==> config.mk <==
export PLATFORM = sky130hd
export DESIGN_NAME = mem_stage
export DESIGN_NICKNAME = d
export VERILOG_FILES = /design/src/rtl/mem_stage.sv
export SDC_FILE = /design/constraint.sdc
export NUM_CORES = 2
export LEC_CHECK = 0
export BUFFER_PORTS_ARGS = -buffer_cell sky130_fd_sc_hd__buf_2
export CAP_MARGIN = 20
export CORE_MARGIN = 1.5
export CORE_UTILIZATION = 25
export CTS_CLUSTER_SIZE = 24
export DETAILED_ROUTE_END_ITERATION = 6
export PLACE_DENSITY_LB_ADDON = 0.12
export SLEW_MARGIN = 20
export SYNTH_ARGS = -nofsm -noshare
export SYNTH_HDL_FRONTEND = slang
export SYNTH_SLANG_ARGS = --single-unit
==> constraint.sdc <==
create_clock -name clk -period 7 [get_ports clk]
set_clock_uncertainty 0.1 [all_clocks]
set_input_delay 0.35 -clock clk [delete_from_list [all_inputs] [get_ports clk]]
set_output_delay 0.35 -clock clk [all_outputs]
set_load 0.03 [all_outputs]
==> src/rtl/mem_stage.sv <==
// Memory-access pipeline stage: word-addressed data RAM with a fixed multi-cycle
// access latency, upstream stall generation and branch resolution.
module mem_stage #(
  parameter int DATA_W  = 32,
  parameter int ADDR_W  = 7,
  parameter int PC_W    = 7,
  parameter int DST_W   = 32,
  parameter int MEM_LAT = 2
) (
  input  logic              clk,
  input  logic              reset,
  input  logic              in_valid,
  input  logic              mem_to_reg,
  input  logic              reg_write,
  input  logic              branch,
  input  logic              mem_write,
  input  logic              mem_read,
  input  logic [PC_W-1:0]   pc_branch,
  input  logic              zero,
  input  logic [DATA_W-1:0] alu_result,
  input  logic [DATA_W-1:0] data2,
  input  logic [DST_W-1:0]  dst,
  output logic              stall,
  output logic              pc_src,
  output logic [PC_W-1:0]   pc_branch_out,
  output logic              out_valid,
  output logic              mem_to_reg_out,
  output logic              reg_write_out,
  output logic [DATA_W-1:0] read_data,
  output logic [DATA_W-1:0] alu_result_out,
  output logic [DST_W-1:0]  dst_out,
  output logic              misaligned
);

  localparam int DEPTH = 2 ** ADDR_W;

  typedef enum logic {IDLE, BUSY} state_t;

  state_t             state;
  logic [3:0]         count;
  logic [DATA_W-1:0]  ram [DEPTH];

  logic [ADDR_W-1:0]  word;
  logic               req;
  logic               aligned;
  logic               is_load;
  logic               done;

  // Upper address bits are dropped, so accesses wrap modulo DEPTH.
  assign word    = alu_result[ADDR_W+1:2];
  assign req     = in_valid & (mem_read | mem_write);
  assign aligned = (alu_result[1:0] == 2'b00);
  // A simultaneous read+write request behaves as a store.
  assign is_load = mem_read & ~mem_write;
  assign done    = (state == BUSY) && (count == 4'd0);

  assign stall         = (state == IDLE) ? (req & aligned) : (count != 4'd0);
  assign pc_src        = in_valid & branch & zero & (state == IDLE);
  assign pc_branch_out = pc_branch;

  // NOTE: the RAM array has no reset; clearing it would force it into flops
  // instead of a memory macro. A reset during BUSY clears state, so done never
  // fires and the pending store is dropped.
  always_ff @(posedge clk) begin
    if (done && mem_write) ram[word] <= data2;
  end

  // NOTE: all sequential state uses non-blocking assignments so every register
  // samples pre-edge values regardless of statement order.
  always_ff @(posedge clk or posedge reset) begin
    if (reset) begin
      state          <= IDLE;
      count          <= 4'd0;
      out_valid      <= 1'b0;
      mem_to_reg_out <= 1'b0;
      reg_write_out  <= 1'b0;
      read_data      <= '0;
      alu_result_out <= '0;
      dst_out        <= '0;
      misaligned     <= 1'b0;
    end else begin
      case (state)
        IDLE: begin
          if (req && aligned) begin
            state      <= BUSY;
            count      <= 4'(MEM_LAT - 1);
            out_valid  <= 1'b0;
            misaligned <= 1'b0;
          end else begin
            out_valid      <= in_valid;
            mem_to_reg_out <= mem_to_reg;
            reg_write_out  <= reg_write & ~req;
            read_data      <= '0;
            alu_result_out <= alu_result;
            dst_out        <= dst;
            misaligned     <= req;
          end
        end
        BUSY: begin
          if (count != 4'd0) begin
            count      <= count - 4'd1;
            out_valid  <= 1'b0;
            misaligned <= 1'b0;
          end else begin
            state          <= IDLE;
            out_valid      <= 1'b1;
            mem_to_reg_out <= mem_to_reg;
            reg_write_out  <= reg_write;
            read_data      <= is_load ? ram[word] : '0;
            alu_result_out <= alu_result;
            dst_out        <= dst;
            misaligned     <= 1'b0;
          end
        end
        default: state <= IDLE;
      endcase
    end
  end

endmodule

=== Word level (Yosys, flattened, before mapping) ===
Memory sizes are Yosys's and may differ from the RTL's.
Cells that the tools add are included.

* Word-level logic and storage cells: 64
* Latch bits: 0
* Memory bits (read-only): 0
* Memories kept: 1
* Bits in registers: 105
* Memory bits (writable): 4096

{| class="wikitable"
|+ Memories
! name !! depth !! width !! rd ports !! clocked after memory_dff !! write ports !! line !! source
|-
| ram || 128 || 32 || 1 || 0 || 1 || 41 || <nowiki>logic [DATA_W-1:0] ram [DEPTH];</nowiki>
|}

* $add $sub $neg: 1
* Multiply operators: 0
* Div/mod/pow operators: 0
* Bitwise logic cells: 11
* Reductions and logical operators: 8
* Equal/unequal tests: 4
* Shift operators: 0
* Muxes and demuxes: 30
* Order comparisons: 0

{| class="wikitable"
|+ Operators with widths
! cell !! count
|-
| 32-bit 2-to-1 mux || 7
|-
| 32-bit one-hot mux with 2 select lines || 3
|-
| 1-bit 2-to-1 mux || 12
|-
| 1-bit one-hot mux with 2 select lines || 5
|-
| 4-bit 2-to-1 mux || 2
|-
| 4-bit one-hot mux with 2 select lines || 1
|-
| 1-bit bitwise AND || 7
|-
| 4-bit zero test || 1
|-
| 2-bit by 1-bit inequality test with 1-bit output, second input constant || 2
|-
| 2-bit inequality test, second input constant || 2
|-
| 2-bit AND reduction || 2
|-
| 4-bit nonzero test || 1
|-
| 4-bit by 1-bit subtractor with 4-bit output, second input constant || 1
|-
| 1-bit logical AND || 3
|-
| 1-bit NOT || 3
|-
| 2-bit zero test || 1
|-
| 1-bit bitwise OR || 1
|}

=== Depth between registers and ports, before layout ===
* Depth in word-level cells: 6
* Gate-level depth with buffers: 10

=== Worst setup path before layout ===
Ideal clock, no wire load.

* Path kind: reg2reg
* Start point: register count[0]
* End point: memory ram[100][0], enable pin
* Library setup time: 421 ps
* Clock period less this slack: 3634 ps
* Path slack: 3366 ps
* Arrival time: 3113 ps
* Cell stages (with the launch flop): 9
* Required time: 6479 ps
* Cells stage by stage: dfrtp_1 > inv_1 > ha_1 > nor3b_1 > nand2_1 > nor3b_1 > nand2_1 > buf_2 > nor2_1

* Longest elaborated chain between the ends: 5

{| class="wikitable"
|+ RTL lines
! item !! line !! source
|-
| start, declared || 40 || <nowiki>logic [3:0] count;</nowiki>
|-
| start signal, assigned || 86 || <nowiki>count <= 4'(MEM_LAT - 1);</nowiki>
|-
| start signal, assigned || 101 || <nowiki>count <= count - 4'd1;</nowiki>
|-
| 4-bit zero test || 55 || <nowiki>assign done = (state == BUSY) && (count == 4'd0);</nowiki>
|-
| 1-bit logical AND || 55 ||
|-
| 1-bit logical AND || 65 || <nowiki>if (done && mem_write) ram[word] <= data2;</nowiki>
|-
| 1-bit 2-to-1 mux || 65 ||
|-
| 1-bit 2-to-1 mux (implied by the code) || 65 ||
|-
| end, declared || 41 ||
|}

Every way passes these cells.

=== Worst setup path after layout ===
* Start point: register count[0]
* End point: memory ram[104][0], enable pin

Same word-level chain as after synthesis.

==> load_flow_metrics.sql <==
INSERT INTO impl_metrics (metric_group, metric, value, unit) VALUES
('run_status', 'run_status', 'completed', ''),
('floorplan', 'dieArea', '650000', 'um2'),
('final_layout', 'area.growth.synth_to_final', '19.1', '%'),
('drt', 'vias', '87700', ''),
('grt', 'global_route.usage.met3', '1.95', '%'),
('drt', 'ant_nets', '0', ''),
('logic_synthesis', 'synthCells', '8973', ''),
('drt', 'drt_wl_total', '575', 'mm'),
('floorplan', 'initial_utilization', '25.1', '%'),
('worst_setup_path', 'timing.critical_path.arrival', '5550', 'ps'),
('grt', 'grt_pass1_wl', '775', 'mm'),
('grt', 'use_met2', '28.7', '%'),
('timing', 'maxSlewViolCount', '0', ''),
('timing', 'final_min_period_over_clock_period', '71.1', '%'),
('floorplan', 'num_io_pins', '221', ''),
('logic_synthesis', 'synth_seq_cells', '4201', ''),
('clocking', 'max-clock-path-buffers', '4', ''),
('logic_synthesis', 'ys_top_cells_by_area', 'sky130_fd_sc_hd__edfxtp_1 76%, sky130_fd_sc_hd__mux2i_1 13%, sky130_fd_sc_hd__o22ai_1 4.0%', ''),
('clocking', 'cts_sinks', '4201', ''),
('grt', 'overflow', '0', ''),
('grt', 'grt-busiest-layer', 'met2', ''),
('logic_synthesis', 'average_instance_area_after_synthesis', '18.0', 'um2'),
('worst_setup_path', 'start_kind', 'register', ''),
('final_layout', 'drive_above_1_share', '14.5', '%'),
('power_and_ir_drop', 'cellPowerDensity', '291', 'nW/um2'),
('worst_setup_path', 'ff_to_ff_path_depth', '9', ''),
('floorplan', 'row_count', '294', ''),
('clocking', 'post_cts_resized', '0', ''),
('grt', 'grt_start_max_net_pins', '99', ''),
('grt', 'antenna_found_initial', '66', ''),
('floorplan', 'core_area', '642000', 'um2'),
('logic_synthesis', 'syn-cell-area', '161000', 'um2'),
('timing', 'setup_ws', '2020', 'ps'),
('logic_synthesis', 'synth_sequential_area_ratio', '77.9', '%'),
('grt', 'grt_pass1_vias', '88400', ''),
('worst_setup_path', 'critical_path_required', '7570', 'ps'),
('clocking', 'cell_chosen_for_the_clock_root', 'sky130_fd_sc_hd__clkbuf_16', ''),
('logic_synthesis', 'yosysWarnings', '0', ''),
('drt', 'route.detailed.vias_per_inst', '4.69', ''),
('clocking', 'cts.reportedPaths.clkPinSlew', '60', 'ps'),
('placed_design', 'portBuffers', '206', ''),
('timing', 'timing.final.setup_violations', '0', ''),
('placed_design', 'dpl.hpwl', '342', 'mm'),
('timing', 'worstMarginPinSlew', '1290', 'ps'),
('logic_synthesis', 'postSynthNetCount', '9086', ''),
('grt', 'gr-usage-all-layers', '17.1', '%'),
('floorplan', 'dieHeight', '806', 'um'),
('logic_synthesis', 'largest_area_contributor_in_the_synthesized_netlist', 'sky130_fd_sc_hd__edfxtp_1', ''),
('worst_setup_path', 'critical_path_type', 'reg2reg', ''),
('logic_synthesis', 'synth-async-reset-ratio', '2.50', '%'),
('logic_synthesis', 'post-synth-top-count-cell', 'sky130_fd_sc_hd__edfxtp_1', ''),
('power_and_ir_drop', 'fin_total_pwr', '56.0', 'mW'),
('timing', 'final_hold_viols', '0', ''),
('clocking', 'clock_insertion_delay_worst_skew', '1030', 'ps'),
('worst_setup_path', 'r2r_start', 'count[0]', ''),
('timing', 'rsz0062_at_grt', 'false', ''),
('power_and_ir_drop', 'static-leakage-power', '64.3', 'nW'),
('logic_synthesis', 'cell_variety_after_synth', '31', ''),
('timing', 'slew-limit-headroom', '13.0', '%'),
('worst_setup_path', 'critPathLaunch', 'count[0]', ''),
('worst_setup_path', 'r2r-end', 'ram[104][0]', ''),
('drt', 'drtIter0Drc', '7391', ''),
('drt', 'dr.pass1.iters', '5', ''),
('drt', 'drc_errors', '0', ''),
('run', 'max-cap-violations', '0', ''),
('hold_path', 'min_path_type', 'in2reg', ''),
('logic_synthesis', 'synth-edff-count', '4096', ''),
('timing', 'worst_hold_check_slack', '147', 'ps'),
('clocking', 'ctsHtreeMaxLevel', '5', ''),
('clocking', 'cts_inserted_buffers', '469', ''),
('timing', 'fin_crit', '4980', 'ps');
## stage by stage
stage | std cells | area (um2)
floorplan | 8973 | 161000
global placement | 17600 | 175000
detailed placement | 17600 | 176000
CTS | 18700 | 192000
global route | 18700 | 192000
finish | 18700 | 192000
## logic make-up after synthesis
group	count (synthesis)	synth area share (%)
simple gates	450	1.14
compound gates	1702	6.38
xor+xnor	2	0.0109
mux	2048	12.7
buf+inv	569	1.84
fa+ha+maj	1	0.00776
flops	4201	77.9
## layout make-up
| type | instances | area, um2 |
|---|---|---|
| Sequential cell | 4201 | 126000 |
| Timing Repair Buffer | 810 | 6990 |
| Fill cell | 62700 | 450000 |
| Clock inverter | 256 | 2270 |
| Inverter | 4 | 22.5 |
| Multi-Input combinational cell | 4203 | 33900 |
| Clock buffer | 609 | 12500 |
| Tap cell | 8584 | 10700 |
| Antenna cell | 18 | 45.0 |
## power by group
part / internal, mW / switching (mW) / total (mW) / leakage (nW)
clock: 13.6 / 10.2 / 23.9 / 7.18
sequential: 27.8 / 0.155 / 28.0 / 38.1
combinational: 1.09 / 3.01 / 4.09 / 19.0
total: 42.5 / 13.4 / 56.0 / 64.3
## worst min path at each step
| stage | to | cells past startpoint | startpoint |
|---|---|---|---|
| final | alu_result_out[5] | 4 | alu_result[5] |
| after global routing | alu_result_out[5] | 4 | alu_result[5] |
| after CTS | alu_result_out[5] | 4 | alu_result[5] |
| after detailed placement | alu_result_out[24] | 2 | alu_result_out[24] |
| after global placement | alu_result_out[24] | 2 | alu_result_out[24] |
| after floorplan | ram[0][0] | 0 | data2[0] |
## flip-flops by register name (all words and copies together), names as in the netlist
| register | cells |
|---|---|
| alu_result_out | 32 |
| count | 4 |
| dst_out | 32 |
| mem_to_reg_out | 1 |
| misaligned | 1 |
| out_valid | 1 |
| ram | 4096 |
| read_data | 32 |
| reg_write_out | 1 |
| state | 1 |
## routing by layer
layer  up-vias  wire [um]
met1     47300     265000
li1      37800          -
met3       568      24300
met2      2105     275000
met5         -         14
met4         2      11300
## layout by cell type, fill, tap and decap left out, types with 3 or more instances in the layout
cell type,netlist,final
sky130_fd_sc_hd__nor4_1,33,33
sky130_fd_sc_hd__clkbuf_8,0,11
sky130_fd_sc_hd__buf_2,299,173
sky130_fd_sc_hd__inv_16,0,4
sky130_fd_sc_hd__nor2_4,0,129
sky130_fd_sc_hd__clkbuf_16,0,475
sky130_fd_sc_hd__edfxtp_1,4096,4096
sky130_fd_sc_hd__clkinv_1,0,106
sky130_fd_sc_hd__mux2i_1,2048,2048
sky130_fd_sc_hd__clkbuf_1,125,123
sky130_fd_sc_hd__inv_6,0,7
sky130_fd_sc_hd__clkinvlp_4,0,15
sky130_fd_sc_hd__nand3_1,5,5
sky130_fd_sc_hd__buf_6,15,19
sky130_fd_sc_hd__diode_2,0,18
sky130_fd_sc_hd__a41oi_2,0,28
sky130_fd_sc_hd__o21ai_1,48,75
sky130_fd_sc_hd__buf_12,0,64
sky130_fd_sc_hd__nor2b_1,7,5
sky130_fd_sc_hd__o22ai_1,1025,1025
sky130_fd_sc_hd__bufinv_16,0,29
sky130_fd_sc_hd__buf_4,90,386
sky130_fd_sc_hd__clkinv_16,0,9
sky130_fd_sc_hd__nor2_1,135,6
sky130_fd_sc_hd__dfrtp_1,105,105
sky130_fd_sc_hd__nand2_2,1,9
sky130_fd_sc_hd__clkinv_8,0,3
sky130_fd_sc_hd__o21ai_0,500,472
sky130_fd_sc_hd__dlygate4sd3_1,0,164
sky130_fd_sc_hd__clkinv_2,0,81
sky130_fd_sc_hd__a41oi_1,128,100
sky130_fd_sc_hd__nand2_1,253,244
## worst max-delay path, cell delays in order (launching register included)
cell and delay, ps:
sky130_fd_sc_hd__dfrtp_1 400, sky130_fd_sc_hd__inv_1 80, sky130_fd_sc_hd__ha_1 170, sky130_fd_sc_hd__nor3b_1 680
sky130_fd_sc_hd__nand2_1 470, sky130_fd_sc_hd__nor3b_1 340, sky130_fd_sc_hd__buf_4 190, sky130_fd_sc_hd__nand2_2 600
sky130_fd_sc_hd__nor2_4 1020, sky130_fd_sc_hd__buf_4 500
Note: power is estimated with default switching activity, not from simulation.
